===== src/rtl/piso_pkg.sv =====
// Shared state encoding and default word width for the piso_tx serializer.
package piso_pkg;

    localparam int PISO_WIDTH_DEFAULT = 4;

    typedef enum logic [1:0] {
        IDLE  = 2'd0,
        SHIFT = 2'd1,
        PAR   = 2'd2
    } piso_state_t;

endpackage


===== src/rtl/piso_hold_reg.sv =====
// One-entry holding register with full flag; buffers the next word while a frame is on the wire.
module piso_hold_reg
    import piso_pkg::*;
#(
    parameter int WIDTH = PISO_WIDTH_DEFAULT
) (
    input  logic             clk,
    input  logic             reset,
    input  logic             wr_en_i,
    input  logic [WIDTH-1:0] wr_data_i,
    input  logic             rd_en_i,
    output logic [WIDTH-1:0] rd_data_o,
    output logic             full_o
);

    logic [WIDTH-1:0] data_q, data_d;
    logic             full_q, full_d;

    // A write in the same cycle as a read leaves the entry occupied by the new word.
    always_comb begin
        data_d = data_q;
        full_d = full_q;
        if (rd_en_i) begin
            full_d = 1'b0;
        end
        if (wr_en_i) begin
            data_d = wr_data_i;
            full_d = 1'b1;
        end
    end

    always_ff @(posedge clk or negedge reset) begin
        if (!reset) begin
            data_q <= '0;
            full_q <= 1'b0;
        end else begin
            data_q <= data_d;
            full_q <= full_d;
        end
    end

    assign rd_data_o = data_q;
    assign full_o    = full_q;

endmodule


===== src/rtl/piso_tx.sv =====
// Parallel-in serial-out transmitter with one-word hold buffer for gapless frames.
// Define PISO_TX_PARITY_EN to append an even-parity bit after each word.
module piso_tx
    import piso_pkg::*;
#(
    parameter int WIDTH     = PISO_WIDTH_DEFAULT,
    parameter int MSB_FIRST = 1
) (
    input  logic             clk,
    input  logic             reset,
    input  logic [WIDTH-1:0] parallel_in,
    input  logic             load_valid,
    output logic             load_ready,
    output logic             serial_out,
    output logic             serial_valid,
    output logic             serial_first,
    output logic             serial_last,
    output logic             busy
);

    localparam int            CW       = $clog2(WIDTH);
    localparam logic [CW-1:0] LAST_CNT = CW'(WIDTH - 1);

    piso_state_t      state_q, state_d;
    logic [WIDTH-1:0] shift_q, shift_d;
    logic [CW-1:0]    cnt_q, cnt_d;

    logic             accept;
    logic             last_data_bit;
    logic             frame_end;
    logic             start;
    logic [WIDTH-1:0] start_word;
    logic             hold_wr;
    logic             hold_rd;
    logic             hold_full;
    logic [WIDTH-1:0] hold_data;

`ifdef PISO_TX_PARITY_EN
    logic parity_q, parity_d;
`endif

    piso_hold_reg #(.WIDTH(WIDTH)) u_hold (
        .clk       (clk),
        .reset     (reset),
        .wr_en_i   (hold_wr),
        .wr_data_i (parallel_in),
        .rd_en_i   (hold_rd),
        .rd_data_o (hold_data),
        .full_o    (hold_full)
    );

    assign load_ready    = !hold_full;
    assign accept        = load_valid && load_ready;
    assign last_data_bit = (state_q == SHIFT) && (cnt_q == LAST_CNT);

`ifdef PISO_TX_PARITY_EN
    assign frame_end = (state_q == PAR);
`else
    assign frame_end = last_data_bit;
`endif

    // A new frame starts from IDLE, or on the final bit cycle so frames abut without a gap.
    assign start      = ((state_q == IDLE) && accept) || (frame_end && (hold_full || accept));
    assign start_word = (frame_end && hold_full) ? hold_data : parallel_in;
    assign hold_rd    = frame_end && hold_full;
    assign hold_wr    = accept && (state_q != IDLE) && !frame_end;

    always_comb begin
        state_d = state_q;
        shift_d = shift_q;
        cnt_d   = cnt_q;
`ifdef PISO_TX_PARITY_EN
        parity_d = parity_q;
`endif
        case (state_q)
            SHIFT: begin
                shift_d = (MSB_FIRST != 0) ? (shift_q << 1) : (shift_q >> 1);
                cnt_d   = cnt_q + 1'b1;
                if (last_data_bit) begin
                    cnt_d = '0;
`ifdef PISO_TX_PARITY_EN
                    state_d = PAR;
`endif
                end
            end
            default: ;
        endcase

        if (start) begin
            state_d = SHIFT;
            shift_d = start_word;
            cnt_d   = '0;
`ifdef PISO_TX_PARITY_EN
            parity_d = ^start_word;
`endif
        end else if (frame_end) begin
            state_d = IDLE;
        end
    end

    always_ff @(posedge clk or negedge reset) begin
        if (!reset) begin
            state_q <= IDLE;
            shift_q <= '0;
            cnt_q   <= '0;
        end else begin
            state_q <= state_d;
            shift_q <= shift_d;
            cnt_q   <= cnt_d;
        end
    end

`ifdef PISO_TX_PARITY_EN
    always_ff @(posedge clk or negedge reset) begin
        if (!reset) begin
            parity_q <= 1'b0;
        end else begin
            parity_q <= parity_d;
        end
    end
`endif

    // Outputs decode only registered state, so they never depend on this cycle's inputs.
    always_comb begin
        serial_out   = 1'b0;
        serial_valid = 1'b0;
        serial_first = 1'b0;
        serial_last  = frame_end;
        if (state_q == SHIFT) begin
            serial_out   = (MSB_FIRST != 0) ? shift_q[WIDTH-1] : shift_q[0];
            serial_valid = 1'b1;
            serial_first = (cnt_q == '0);
        end
`ifdef PISO_TX_PARITY_EN
        if (state_q == PAR) begin
            serial_out   = parity_q;
            serial_valid = 1'b1;
        end
`endif
    end

    assign busy = (state_q != IDLE) || hold_full;

endmodule


===== config.mk =====
export PLATFORM = sky130hd
export DESIGN_NAME = piso_tx
export DESIGN_NICKNAME = d
export VERILOG_FILES = /design/src/rtl/piso_pkg.sv /design/src/rtl/piso_hold_reg.sv /design/src/rtl/piso_tx.sv
export SDC_FILE = /design/constraint.sdc
export NUM_CORES = 1
export LEC_CHECK = 0
export CORE_UTILIZATION = 40
export DETAILED_ROUTE_END_ITERATION = 7
export GPL_TIMING_DRIVEN = 0
export PLACE_DENSITY = 0.73
export RECOVER_POWER = 100
export SLEW_MARGIN = 20
export SYNTH_ARGS = -nofsm -noshare
export SYNTH_HDL_FRONTEND = slang
export SYNTH_SLANG_ARGS = --single-unit

===== constraint.sdc =====
create_clock -name clk -period 1.92 [get_ports clk]
set_input_delay 0.192 -clock clk [delete_from_list [all_inputs] [get_ports clk]]
set_output_delay 0.192 -clock clk [all_outputs]
set_load 0.1 [all_outputs]

==> results by group <==
Place
  – Final HPWL DP: about 900 µm
  – Final GP Congestion: between 0.7 and 0.8
  – Buffers on Ports: 12

Clock network
  – Num CTS Buffers: 3
  – Clock Tree Buf Depth: 2
  – CTS tree: yes
  – # resized after CTS: 15
  – Post-CTS setup buffers: 0
  – H-Tree Depth: 1
  – Hold-fix buffers, CTS: 0
  – Clock insertion delay at the later pin of the skew report: roughly 0.27 ns
  – Register clock-pin slew on the reported worst setup and hold paths: ~0.08 ns
  – CTS root buffer: clkbuf_4
  – CTS sink cnt: 12

Hold path
  – Tightest Hold Check Type: input pin to async pin

Routing
  – # DRC: 0
  – Met2 WL post-DR: ~620 µm
  – Vias/cell: 5.29
  – Number of nets still failing antenna checks after routing: 0
  – Routed WL per cell: approximately 13 µm
  – Initial detailed-routing violation count: 6
  – Met1 WL: between 500 and 600 µm
  – Total Routed Length: 1240 µm
  – Vias: approximately 500
  – Max Used Layer: met3
  – Length of routed met3 wiring: approximately 62 µm
  – DR pass1 iterations: 4

Yosys
  – Syn Std Cell Area: around 660 µm²
  – Synth Flop Type: dfrtp_1
  – Post-synthesis cell type count: 23
  – Mapped Cells: 63
  – Mapped Nets: a little over 70
  – Ys async rst share: 100%
  – Mean Syn Cell Area: 10.5 µm²
  – YS warnings: 0
  – Sequential fraction of the synthesis area: around 45%
  – Post-synth EDFFs: 0
  – Synth Register Bits: 12

Critical path
  – Worst setup EP type: output pin
  – Worst R2R Start: cnt_q[0]
  – Worst Path Arrival: 1.60 ns
  – Crit path max fanout: 10
  – Critical Path Slowest Stage Cell: clkdlybuf4s18_2
  – Crit path launch: state_q[0]
  – CP peak stage delay: 0.53 ns
  – Kind of critical path: flip-flop to output pin
  – Startpoint Class: flip-flop
  – Req. time, crit path: roughly 1.7 ns
  – CP cell instances: buf_2 -> and2_2 -> clkdlybuf4s18_2

Finish
  – Reg area: roughly 300 µm²
  – Share of cells above drive strength 1: between 20% and 30%
  – Commonest non-fill, non-tap cells in the layout: dfrtp_1 (11), o21ai_0 (7), nor2_1 (5), nand2_1 (5), clkdlybuf4s50_1 (5)
  – Fill count: approximately 150
  – Multi-input combinational cell area: approximately 320 µm²
  – Most common cell after layout, fill and taps aside: dfrtp_1
  – # nets final: 89
  – Synth-to-layout area growth: 19.4%
  – Antenna Cells: 0

STA
  – Fin crit share: ~93%
  – Rel. slew slack: 23.1%
  – Final Hold Fails: 0
  – Worst slew pin tran: 1.16 ns
  – Max Freq: between 500 and 600 MHz
  – Worst hold slack: approximately 0.34 ns
  – Clock Skew: 0.00649 ns
  – Post-route minimum period: ~1.8 ns
  – Final setup vio count: 0
  – RSZ-0062 raised after global routing: no
  – Pins Over Slew Limit: 0

Status
  – Status: finished clean

Job
  – Max cap viols: 0

GRT
  – Global-route wire length before repair: about 2300 µm
  – Pin count of the biggest net entering global routing: 13
  – Gr ovfl total: 0
  – Vias in the first global route: about 480
  – Gr usage total: 17.2%
  – Initial antenna violation count: 0

Floorplanning
  – I/O pin count: 13
  – Die height: 42.8 µm
  – Die Footprint: approximately 0.0018 mm²
  – Die width: 42.8 µm
  – Initial Utilization: between 40% and 50%
  – Row count: 14
  – Core area: around 0.0015 mm²
sequential cells by signal, summed over array words and instances (netlist names):
name	flops
state_q	1
shift_q	4
u_hold.rd_data_o	4
u_hold.full_o	1
cnt_q	2
metrics by stage:
step	cells	setup TNS [ns]	util, %	cell area [µm²]	setup WS, ns
2_1_floorplan	63	0	-	669	0.240
3_3_place_gp	91	-0.637	53.1	810	-0.181
3_5_place_dp	91	-0.733	53.1	810	-0.202
4_1_cts	95	0	55.7	850	0.0241
5_1_grt	95	0	52.1	793	0.0173
6_report	95	0	52.1	793	0.126
cell usage after synthesis, types with 3 or more instances:
cell type | number | area, µm²
dfrtp_1 | 12 | 300
and2_1 | 3 | 18.8
nand2_1 | 5 | 18.8
inv_1 | 3 | 11.3
a22o_1 | 3 | 26.3
a21oi_2 | 3 | 26.3
nor2_1 | 4 | 15.0
mux2_4 | 4 | 60.1
o21ai_1 | 3 | 15.0
o21ai_0 | 6 | 30.0
area by class of cell:
| class | count | area share [%] |
|---|---|---|
| multi-input cells | 46 | 39.9 |
| flip-flops and latches | 12 | 38.0 |
| repair buffers | 12 | 12.5 |
| clock buffers | 4 | 4.57 |
| well taps | 16 | 2.52 |
| inverters | 4 | 1.89 |
| plain buffers | 1 | 0.631 |
final timing paths:
kind	slack, ns	cells after the start	to
max in group asynchronous	1.17	1	state_q[0]
max reg2reg	0.22	4	u_hold.rd_data_o[0]
min	0.34	1	u_hold.full_o
min reg2reg	0.49	1	u_hold.rd_data_o[2]
min in group clk	0.49	1	u_hold.rd_data_o[2]
max	0.13	3	serial_first
layer usage:
metal,vias up,track usage [%]
li1,252,-
met1,239,21.8
met2,12,27.6
met3,0,6.81
met4,0,3.75
met5,-,0
logic make-up (layout without fill, tap and decap cells):
family / after synthesis / count (layout) / synth area share, %
simple gates: 21 / 21 / 18.8
compound gates: 18 / 18 / 18.6
mux: 5 / 5 / 10.5
flops: 12 / 12 / 45.2
fa+ha+maj: 2 / 2 / 3.77
buf+inv: 5 / 21 / 3.01
critical path, delay by kind of cell (launching register included):
family / cells / cell delay (ns)
AND/OR/NAND/NOR: 1 / 0.17
flip-flops: 1 / 0.41
buffers and inverters: 2 / 0.76
Power is left out: the tool's default activity adds up to more than one toggle a clock period on the data nets, which glitch-free logic cannot reach.
